==> config.mk <==
export PLATFORM = sky130hd
export DESIGN_NAME = relu_maxpool_2x2_flat
export DESIGN_NICKNAME = d
export VERILOG_FILES = /design/src/rtl/relu_maxpool_2x2_if.sv /design/src/rtl/relu_maxpool_2x2.sv /design/src/flat_wrapper.sv
export SDC_FILE = /design/constraint.sdc
export NUM_CORES = 1
export LEC_CHECK = 0
export ABC_AREA = 1
export ABC_CLOCK_PERIOD_IN_PS = 6700
export BUFFER_PORTS_ARGS = -buffer_cell sky130_fd_sc_hd__buf_2
export CORE_ASPECT_RATIO = 1.4
export CORE_UTILIZATION = 60
export DETAILED_ROUTE_END_ITERATION = 16
export PLACE_DENSITY = 0.75
export SETUP_SLACK_MARGIN = 0.2
export SLEW_MARGIN = 30
export SYNTH_ARGS = -nofsm -noshare
export SYNTH_HDL_FRONTEND = slang
export SYNTH_SLANG_ARGS = --single-unit
==> constraint.sdc <==
create_clock -name clk -period 6.7 [get_ports clk]
set_input_delay 1.34 -clock clk [delete_from_list [all_inputs] [get_ports clk]]
set_output_delay 1.34 -clock clk [all_outputs]
set_load 0.05 [all_outputs]
==> src/rtl/relu_maxpool_2x2_if.sv <==
// Stream interface between the conv adder tree / controller and the ReLU + 2x2 max-pool stage.
interface relu_maxpool_2x2_if #(
  parameter int WIDTH = 16
);
  logic             in_valid;
  logic [WIDTH-1:0] in_data;
  logic             out_valid;
  logic [WIDTH-1:0] out_data;
  logic             frame_done;

  modport master (
    output in_valid,
    output in_data,
    input  out_valid,
    input  out_data,
    input  frame_done
  );

  modport slave (
    input  in_valid,
    input  in_data,
    output out_valid,
    output out_data,
    output frame_done
  );
endinterface

==> src/rtl/relu_maxpool_2x2.sv <==
// ReLU followed by 2x2 stride-2 signed max pooling over a raster-ordered conv output map.
// Optional feature macro: POOL_RELU_EN (defined = ReLU applied, undefined = ReLU bypassed).
module relu_maxpool_2x2 #(
  parameter int WIDTH   = 16,
  parameter int IMG_W   = 24,
  parameter int IMG_H   = 24,
  parameter int VLD_DLY = 5
) (
  input  logic                clk,
  input  logic                rst_n,
  relu_maxpool_2x2_if.slave   bus
);

  localparam int COL_W  = (IMG_W > 2) ? $clog2(IMG_W) : 1;
  localparam int ROW_W  = (IMG_H > 2) ? $clog2(IMG_H) : 1;
  localparam int HALF_W = IMG_W / 2;
  localparam int LB_AW  = (HALF_W > 2) ? $clog2(HALF_W) : 1;

  function automatic logic signed [WIDTH-1:0] smax(
    input logic signed [WIDTH-1:0] a,
    input logic signed [WIDTH-1:0] b
  );
    return (a > b) ? a : b;
  endfunction

  logic [VLD_DLY-1:0]        vld_dly_r;
  logic [VLD_DLY:0]          vld_chain_s;
  logic                      s_valid_s;
  logic [COL_W-1:0]          col_r;
  logic [ROW_W-1:0]          row_r;
  logic signed [WIDTH-1:0]   pair_r;
  logic signed [WIDTH-1:0]   line_buf_r [HALF_W];
  logic                      out_valid_r;
  logic [WIDTH-1:0]          out_data_r;
  logic                      frame_done_r;

  logic signed [WIDTH-1:0]   x_s;
  logic signed [WIDTH-1:0]   r_s;
  logic signed [WIDTH-1:0]   p_s;
  logic signed [WIDTH-1:0]   pool_s;
  logic [LB_AW-1:0]          lb_idx_s;
  logic                      last_col_s;
  logic                      last_row_s;

  assign vld_chain_s = {vld_dly_r, bus.in_valid};
  assign s_valid_s   = vld_dly_r[VLD_DLY-1];

  // ReLU, horizontal and vertical maxima for the current sample
  always_comb begin
    x_s = $signed(bus.in_data);
`ifdef POOL_RELU_EN
    if (x_s < $signed({WIDTH{1'b0}})) begin
      r_s = '0;
    end else begin
      r_s = x_s;
    end
`else
    r_s = x_s;
`endif
    p_s        = smax(pair_r, r_s);
    lb_idx_s   = LB_AW'(col_r >> 1);
    pool_s     = smax(line_buf_r[lb_idx_s], p_s);
    last_col_s = (col_r == COL_W'(IMG_W - 1));
    last_row_s = (row_r == ROW_W'(IMG_H - 1));
  end

  // Valid delay line, raster counters, pair register and registered outputs
  always_ff @(posedge clk) begin
    if (!rst_n) begin
      vld_dly_r    <= '0;
      col_r        <= '0;
      row_r        <= '0;
      pair_r       <= '0;
      out_valid_r  <= 1'b0;
      out_data_r   <= '0;
      frame_done_r <= 1'b0;
    end else begin
      vld_dly_r <= vld_chain_s[VLD_DLY-1:0];
      if (s_valid_s) begin
        if (last_col_s) begin
          col_r <= '0;
          row_r <= last_row_s ? '0 : row_r + ROW_W'(1);
        end else begin
          col_r <= col_r + COL_W'(1);
        end
        if (!col_r[0]) begin
          pair_r <= r_s;
        end
        // Odd row, odd col closes a 2x2 block
        out_valid_r  <= row_r[0] & col_r[0];
        frame_done_r <= last_row_s & last_col_s;
        if (row_r[0] && col_r[0]) begin
          out_data_r <= pool_s;
        end
      end else begin
        out_valid_r  <= 1'b0;
        frame_done_r <= 1'b0;
      end
    end
  end

  // Line buffer holds the top-row horizontal maxima; contents need no reset
  always_ff @(posedge clk) begin
    if (s_valid_s && !row_r[0] && col_r[0]) begin
      line_buf_r[lb_idx_s] <= p_s;
    end
  end

  assign bus.out_valid  = out_valid_r;
  assign bus.out_data   = out_data_r;
  assign bus.frame_done = frame_done_r;

endmodule

==> src/flat_wrapper.sv <==
// flat-port wrapper written by rule: the top's interface ports become plain ports
module relu_maxpool_2x2_flat 
#(
  parameter int WIDTH   = 16,
  parameter int IMG_W   = 24,
  parameter int IMG_H   = 24,
  parameter int VLD_DLY = 5
)
  (clk, rst_n, bus_in_valid, bus_in_data, bus_out_valid, bus_out_data, bus_frame_done);
  relu_maxpool_2x2_if #(.WIDTH(WIDTH)) bus_i ();
  input  logic clk;
  input  logic rst_n;
  input wire logic [$bits(bus_i.in_valid)-1:0] bus_in_valid;
  input wire logic [$bits(bus_i.in_data)-1:0] bus_in_data;
  output wire logic [$bits(bus_i.out_valid)-1:0] bus_out_valid;
  output wire logic [$bits(bus_i.out_data)-1:0] bus_out_data;
  output wire logic [$bits(bus_i.frame_done)-1:0] bus_frame_done;
  assign bus_i.in_valid = bus_in_valid;
  assign bus_i.in_data = bus_in_data;
  assign bus_out_valid = bus_i.out_valid;
  assign bus_out_data = bus_i.out_data;
  assign bus_frame_done = bus_i.frame_done;
  relu_maxpool_2x2 #(.WIDTH(WIDTH), .IMG_W(IMG_W), .IMG_H(IMG_H), .VLD_DLY(VLD_DLY)) u_core (.clk(clk), .rst_n(rst_n), .bus(bus_i));
endmodule
# Word-level counts from Yosys, hierarchy flattened
# Memory sizes are Yosys's and may differ from the RTL's. A register that Yosys moved wholly into a read port is not among the register bits.
# Index checks and enable logic that the tools add are counted.
word_totals:
  reg_bits: 49
  ram_bits: 192
  in_bits: 19
  out_inout_bits: 18
  word_cells: 33
  n_memories: 1
memory_table:
  columns: ["memory", "depth", "word_bits", "read_ports", "rd_clocked_by_memory_dff", "write_ports", "line", "source"]
  rows:
  - ["u_core.line_buf_r", 12, 16, 1, 1, 1, "relu_maxpool_2x2.sv:32", "logic signed [WIDTH-1:0] line_buf_r [HALF_W];"]
classes:
  addsub: 2
  n_lt_le_gt_ge: 2
  n_eq_ne: 2
  n_mux: 8
  n_bitwise: 3
  reduce_logical: 8
op_table:
  columns: ["op", "n"]
  rows:
  - ["$gt 16x16->1", 2]
  - ["$mux 16", 2]
  - ["$add 5x1->5 const B", 2]
  - ["$eq 5x5->1 const B", 2]
  - ["$mux 5", 2]
  - ["$mux 4", 2]
  - ["$reduce_and 2->1", 4]
  - ["$logic_and 1x1->1", 3]
  - ["$and 1x1->1", 2]
  - ["$mux 1", 2]
  - ["$logic_not 1->1", 1]
  - ["$not 1->1", 1]

# Logic depth before layout (Yosys ltp)
depth:
  depth_word: 5
  depth_mapped: 32
  depth_no_buf: 31

# Worst setup path after synthesis
# Ideal clock, no wire load.
synth_timing:
  path_type: "input to register"
  start: "in bus_in_data[15]"
  end: "reg u_core.out_data_r[7] (netlist: u_core.bus.out_data[7])"
  setup_ps: 72
  arrival_ps: 4315
  required_time_ps: 6628
  slack_ps: 2312
  cell_stages: 22
  path_buffers: 2
  path_cell_list: "inv_1 -> ha_1 -> a21oi_1 -> o21ai_0 -> a21oi_2 -> nand2_1 -> nand2_4 -> buf_2 -> nand4_1 -> nand2_1 -> inv_1 -> ha_1 -> a21oi_1 -> o21ai_0 -> a21oi_1 -> nand2_1 -> nand2_2 -> nand3_4 -> buf_4 -> nand3_1 -> nand2_1 -> a21oi_1"
synth_via:
  elab_chain_cells: 4
synth_lines:
  columns: ["element", "line", "source"]
  rows:
  - ["start, declared", "flat_wrapper.sv:14", "input wire logic [$bits(bus_i.in_data)-1:0] bus_in_data;"]
  - ["$gt 16x16->1", "relu_maxpool_2x2.sv:23", "return (a > b) ? a : b;"]
  - ["$mux 16 *", "relu_maxpool_2x2.sv:23", null]
  - ["named net u_core.p_s[15]", "relu_maxpool_2x2.sv:39", "logic signed [WIDTH-1:0] p_s;"]
  - ["$gt 16x16->1 *", "relu_maxpool_2x2.sv:23", null]
  - ["$mux 16 *", "relu_maxpool_2x2.sv:23", null]
  - ["end signal, assigned", "relu_maxpool_2x2.sv:93", "out_data_r <= pool_s;"]
  - ["end, declared", "relu_maxpool_2x2.sv:34", "logic [WIDTH-1:0] out_data_r;"]
# Mark *: on every way through the listed nets, which the timed path passes. The rest lies on a longest branch.
# A chain may end at the register's enable or synchronous reset.

# Worst setup path in the final report
layout_timing:
  start: "in bus_in_data[15]"
  end: "reg u_core.out_data_r[2] (netlist: u_core.bus.out_data[2])"
layout_via:
  elab_chain_cells: 4
layout_lines:
  columns: ["element", "line"]
  rows:
  - ["$gt 16x16->1", "relu_maxpool_2x2.sv:23"]
  - ["$mux 16", "relu_maxpool_2x2.sv:23"]
  - ["named net u_core.p_s[7]", "relu_maxpool_2x2.sv:39"]
  - ["$gt 16x16->1", "relu_maxpool_2x2.sv:23"]
  - ["$mux 16", "relu_maxpool_2x2.sv:23"]
# The timed path passes the listed nets, and every way through them passes these cells.

==> parameters.txt <==
Parameter                              Value

Setup path
  Largest stage delay on the critical path ... 0.36 ns
  WS Path Type ... input pin to register
  Worst path most repeated cell ... sky130_fd_sc_hd__nand2_1
  List of cells traversed by the critical path ... buf_2, inv_1, ha_1, a21oi_1, o21ai_0, a21oi_2, nand3_2, nand3_4, nand2_1, nand2_1, inv_1, ha_1, nand2_1, nor2_1, nand2_1, nand2_1, nand2_1, nand3_2, nand3_4, nand3_1, nand2_1, a21oi_1
  Largest fanout on the critical path ... 17
  Sort of element at the start of the critical path ... input pin
  Count of buffering cells on the critical path with inverters included ... 3
  Req. time, crit path ... 7.11 ns
  Delay-heaviest family, CP ... simple AND/OR/NAND/NOR gates
  Critical path endpoint category ... register
  Arrival time worst endpoint ... 5.29 ns
  Critical Path Slowest Stage Cell ... sky130_fd_sc_hd__ha_1

Routing
  Number of design-rule violations left by the first detailed-router iteration ... 585
  Mean routed wirelength per cell ... 17.1 um
  First-pass detailed-route iteration total ... 5
  Via count of the routed design ... 7816
  Count of nets left with antenna violations after detail routing ... 0
  Detailed-route wire length ... 23.9 mm
  Final routed DRC violation total ... 0
  Ratio of routed vias to standard cells ... 5.59

Final layout
  Layout cell share with drive strength beyond 1 ... 0.0933
  Final core utilization ... 0.676
  Area of all placed cells without fillers ... 12200 um^2
  Net count of the finished layout ... 1195
  Final antenna diode count ... 0
  Area grow syn2layout ... 10.1%

Timing
  Post-route setup TNS ... 0 ns
  Number of hold violations in the final report ... 0
  Final setup violation count ... 0
  Hold slack final ... 0.408 ns
  Setup repair after global routing missed its margin ... no
  Count of final max-slew check failures ... 0
  Fin crit period ... 4.87 ns
  Setup skew after layout ... 0.0105 ns
  Final period utilization ... 0.727
  Slew HR ... 0.479
  Transition at the pin with the smallest max-transition slack ... 0.782 ns
  Maximum operating frequency ... 0.205 GHz

Synth
  Arithmetic-cell share of the synthesized area counting full adders, half adders and majority gates ... 0.0385
  Synthesized cell area ... 11100 um^2
  Post-synth cell types ... 30
  Complex-gate fraction of the synthesized area ... 0.0897
  Proportion of synthesized chip area in sequential cells ... 0.617
  Multiplexer fraction of the synthesized cell area ... 0
  Mean Syn Cell Area ... 9.89 um^2
  Area share of xor/xnor cells in the synthesized design ... 0
  Dominant combinational cell family by area after synthesis ... simple AND/OR/NAND/NOR gates
  Syn Inst Count ... 1118
  Simple-gate area share of the yosys netlist ... 0.188
  Total of warnings raised by yosys ... 0
  Register bit total from synthesis ... 245
  Syn_nets ... 1171

Floorplan
  Rows ... 58
  Area enclosed by the die boundary ... 19000 um^2
  Die height ... 163 um
  Core area ... 18000 um^2
  Initial Util ... 0.614
  Floorplan die width ... 117 um
  Boundary pin count ... 37

Pwr
  Maximum ir drop on the vdd rail ... 0.000236 V
  Leakage power total ... 5.01 nW
  Power density cells ... 249 nW/um^2
  Overall power of the completed layout ... 3.03 mW

Run status
  Run status ... finished, final reports clean

Clock tree
  CTS max path bufs ... 3
  Insertion delay to the later sink of the worst-skew pair ... 0.51 ns
  Number of buffers inserted for hold repair after clock tree synthesis ... 0
  Post-cts repair resize count ... 0
  Clock net sink count ... 245
  TritonCTS buffer count ... 22
  Post-CTS setup buffer count ... 0
  CTS root buf ... sky130_fd_sc_hd__clkbuf_16
  Clock transition at the register clock pins on the worst setup and hold paths after CTS ... 0.06 ns
  H-Tree Depth ... 1
  TritonCTS clock tree ... done

Global routing
  Gr ovfl total ... 0
  Total routing usage reported by global routing ... 0.268
  Antenna violations before repair ... 0
  Maximum number of pins on one net before global-route repair ... 81
  Via count of the first global-routing pass ... 7699
  Wire length of the first global-routing pass ... 39.0 mm

Placed design
  Area post-placement ... 11400 um^2
  DP HPWL ... 15.3 mm
  Port Buffer Count ... 36
  Final GP Congestion ... 0.861

Hold path
  Hold Path Class ... register to register

Flow run
  Maximum Capacitance Violations ... 0
==> Yosys cell counts (all sizes together) <==
| cell type | n | area, um^2 |
|---|---|---|
| ha | 34 | 425 |
| nor3 | 9 | 55.1 |
| nor2 | 110 | 415 |
| a211oi | 1 | 7.51 |
| o21ai | 76 | 380 |
| nand3 | 61 | 350 |
| inv | 125 | 469 |
| nand4 | 35 | 219 |
| clkinv | 2 | 7.51 |
| o221ai | 16 | 140 |
| o211ai | 26 | 195 |
| edfxtp | 192 | 5770 |
| a21o | 2 | 15.0 |
| dfxtp | 53 | 1060 |
| buf | 29 | 168 |
| nand2 | 271 | 1030 |
| clkbuf | 25 | 93.8 |
| nor4 | 1 | 6.26 |
| a21oi | 50 | 254 |
==> state kept, by name, summed over array words and instances (netlist names), named ones only <==
signal                 count
u_core.bus.out_valid       1
u_core.pair_r             16
u_core.bus.frame_done      1
u_core.bus.out_data       16
u_core.vld_dly_r           5
u_core.row_r               5
u_core.col_r               5
u_core.line_buf_r        192
==> area by class of cell <==
cell class	instances	area, um^2
Tap cell	240	300
Clock buffer	30	664
Timing Repair Buffer	54	315
Fill cell	1409	5830
Clock inverter	10	80.1
Inverter	127	477
Sequential cell	245	6830
Multi-Input combinational cell	692	3500
==> routing by layer <==
| metal | wire length [um] | vias up | GRT usage | share of wire |
|---|---|---|---|---|
| li1 | - | 3854 | - | - |
| met1 | 9880 | 3656 | 0.348 | 0.41 |
| met2 | 12300 | 264 | 0.460 | 0.51 |
| met3 | 1160 | 42 | 0.0305 | 0.048 |
| met4 | 569 | 0 | 0.0995 | 0.024 |
| met5 | 0 | - | 0 | 0 |
==> logic make-up (layout without fill, tap and decap cells) <==
| logic type | Yosys count | in the layout |
|---|---|---|
| adders and majority gates | 34 | 34 |
| AOI/OAI and AO/OA | 171 | 171 |
| DFF | 245 | 245 |
| and+or+nand+nor | 487 | 487 |
| buffers and inverters | 181 | 221 |
==> per-stage QoR <==
stage / cells / worst slack, ns
after floorplan: 1118 / 2.31
after global placement: 1358 / 1.51
after detailed placement: 1358 / 1.36
after CTS: 1398 / 1.88
after global routing: 1398 / 1.33
final: 1398 / 1.83
==> report_power, final <==
| group | switching, mW | internal [mW] |
|---|---|---|
| sequential | 0.00263 | 1.64 |
| combinational | 0.0844 | 0.0315 |
| clock | 0.533 | 0.737 |
==> worst register-to-register path: stages (launching register included) <==
cell	delay, ns
sky130_fd_sc_hd__dfxtp_1	0.38
sky130_fd_sc_hd__ha_1	0.28
sky130_fd_sc_hd__a21oi_1	0.17
sky130_fd_sc_hd__nand2_1	0.10
sky130_fd_sc_hd__a21oi_2	0.16
sky130_fd_sc_hd__nand3_2	0.33
sky130_fd_sc_hd__nand3_4	0.33
sky130_fd_sc_hd__nand2_1	0.10
sky130_fd_sc_hd__nand2_1	0.35
sky130_fd_sc_hd__inv_1	0.11
sky130_fd_sc_hd__ha_1	0.32
sky130_fd_sc_hd__nand2_1	0.07
sky130_fd_sc_hd__nor2_1	0.25
sky130_fd_sc_hd__nand2_1	0.10
sky130_fd_sc_hd__nand2_1	0.08
sky130_fd_sc_hd__nand2_1	0.09
sky130_fd_sc_hd__nand3_2	0.29
sky130_fd_sc_hd__nand3_4	0.26
sky130_fd_sc_hd__nand3_1	0.16
sky130_fd_sc_hd__nand2_1	0.07
sky130_fd_sc_hd__a21oi_1	0.12
==> path summary, 6_finish.rpt <==
kind | start | cells past startpoint | end | slack (ns)
worst min register to register | u_core.vld_dly_r[3]$_SDFF_PN0_ | 2 | u_core.vld_dly_r[4]$_SDFF_PN0_ | 0.41
worst max register to register | u_core.pair_r[11]$_SDFFE_PN0P_ | 20 | u_core.bus.out_data[2]$_SDFFE_PN0P_ | 2.48
worst max-delay path | bus_in_data[15] | 22 | u_core.bus.out_data[2]$_SDFFE_PN0P_ | 1.83
worst min-delay path | u_core.vld_dly_r[3]$_SDFF_PN0_ | 2 | u_core.vld_dly_r[4]$_SDFF_PN0_ | 0.41
==> layout by cell type (no fill, tap or decap), types with 2 or more instances in the layout <==
master | Yosys | final
sky130_fd_sc_hd__a21o_1 | 2 | 2
sky130_fd_sc_hd__nand2_1 | 268 | 268
sky130_fd_sc_hd__clkinv_2 | 0 | 6
sky130_fd_sc_hd__nand3_1 | 55 | 55
sky130_fd_sc_hd__nor3_1 | 7 | 5
sky130_fd_sc_hd__buf_4 | 4 | 18
sky130_fd_sc_hd__inv_2 | 2 | 2
sky130_fd_sc_hd__ha_1 | 34 | 34
sky130_fd_sc_hd__o21ai_0 | 64 | 64
sky130_fd_sc_hd__a21oi_1 | 49 | 49
sky130_fd_sc_hd__edfxtp_1 | 192 | 192
sky130_fd_sc_hd__o21ai_1 | 12 | 12
sky130_fd_sc_hd__o211ai_1 | 26 | 26
sky130_fd_sc_hd__nand3_2 | 4 | 4
sky130_fd_sc_hd__clkbuf_1 | 25 | 3
sky130_fd_sc_hd__nor2_1 | 109 | 109
sky130_fd_sc_hd__nand2_2 | 2 | 2
sky130_fd_sc_hd__clkbuf_16 | 0 | 25
sky130_fd_sc_hd__buf_2 | 23 | 36
sky130_fd_sc_hd__clkinv_1 | 2 | 3
sky130_fd_sc_hd__o221ai_1 | 16 | 16
sky130_fd_sc_hd__nand3_4 | 2 | 2
sky130_fd_sc_hd__clkbuf_8 | 0 | 2
sky130_fd_sc_hd__nand4_1 | 35 | 35
sky130_fd_sc_hd__nor3_2 | 2 | 4
sky130_fd_sc_hd__dfxtp_1 | 53 | 52
sky130_fd_sc_hd__inv_1 | 123 | 123
(Power assumes the default switching activity.)
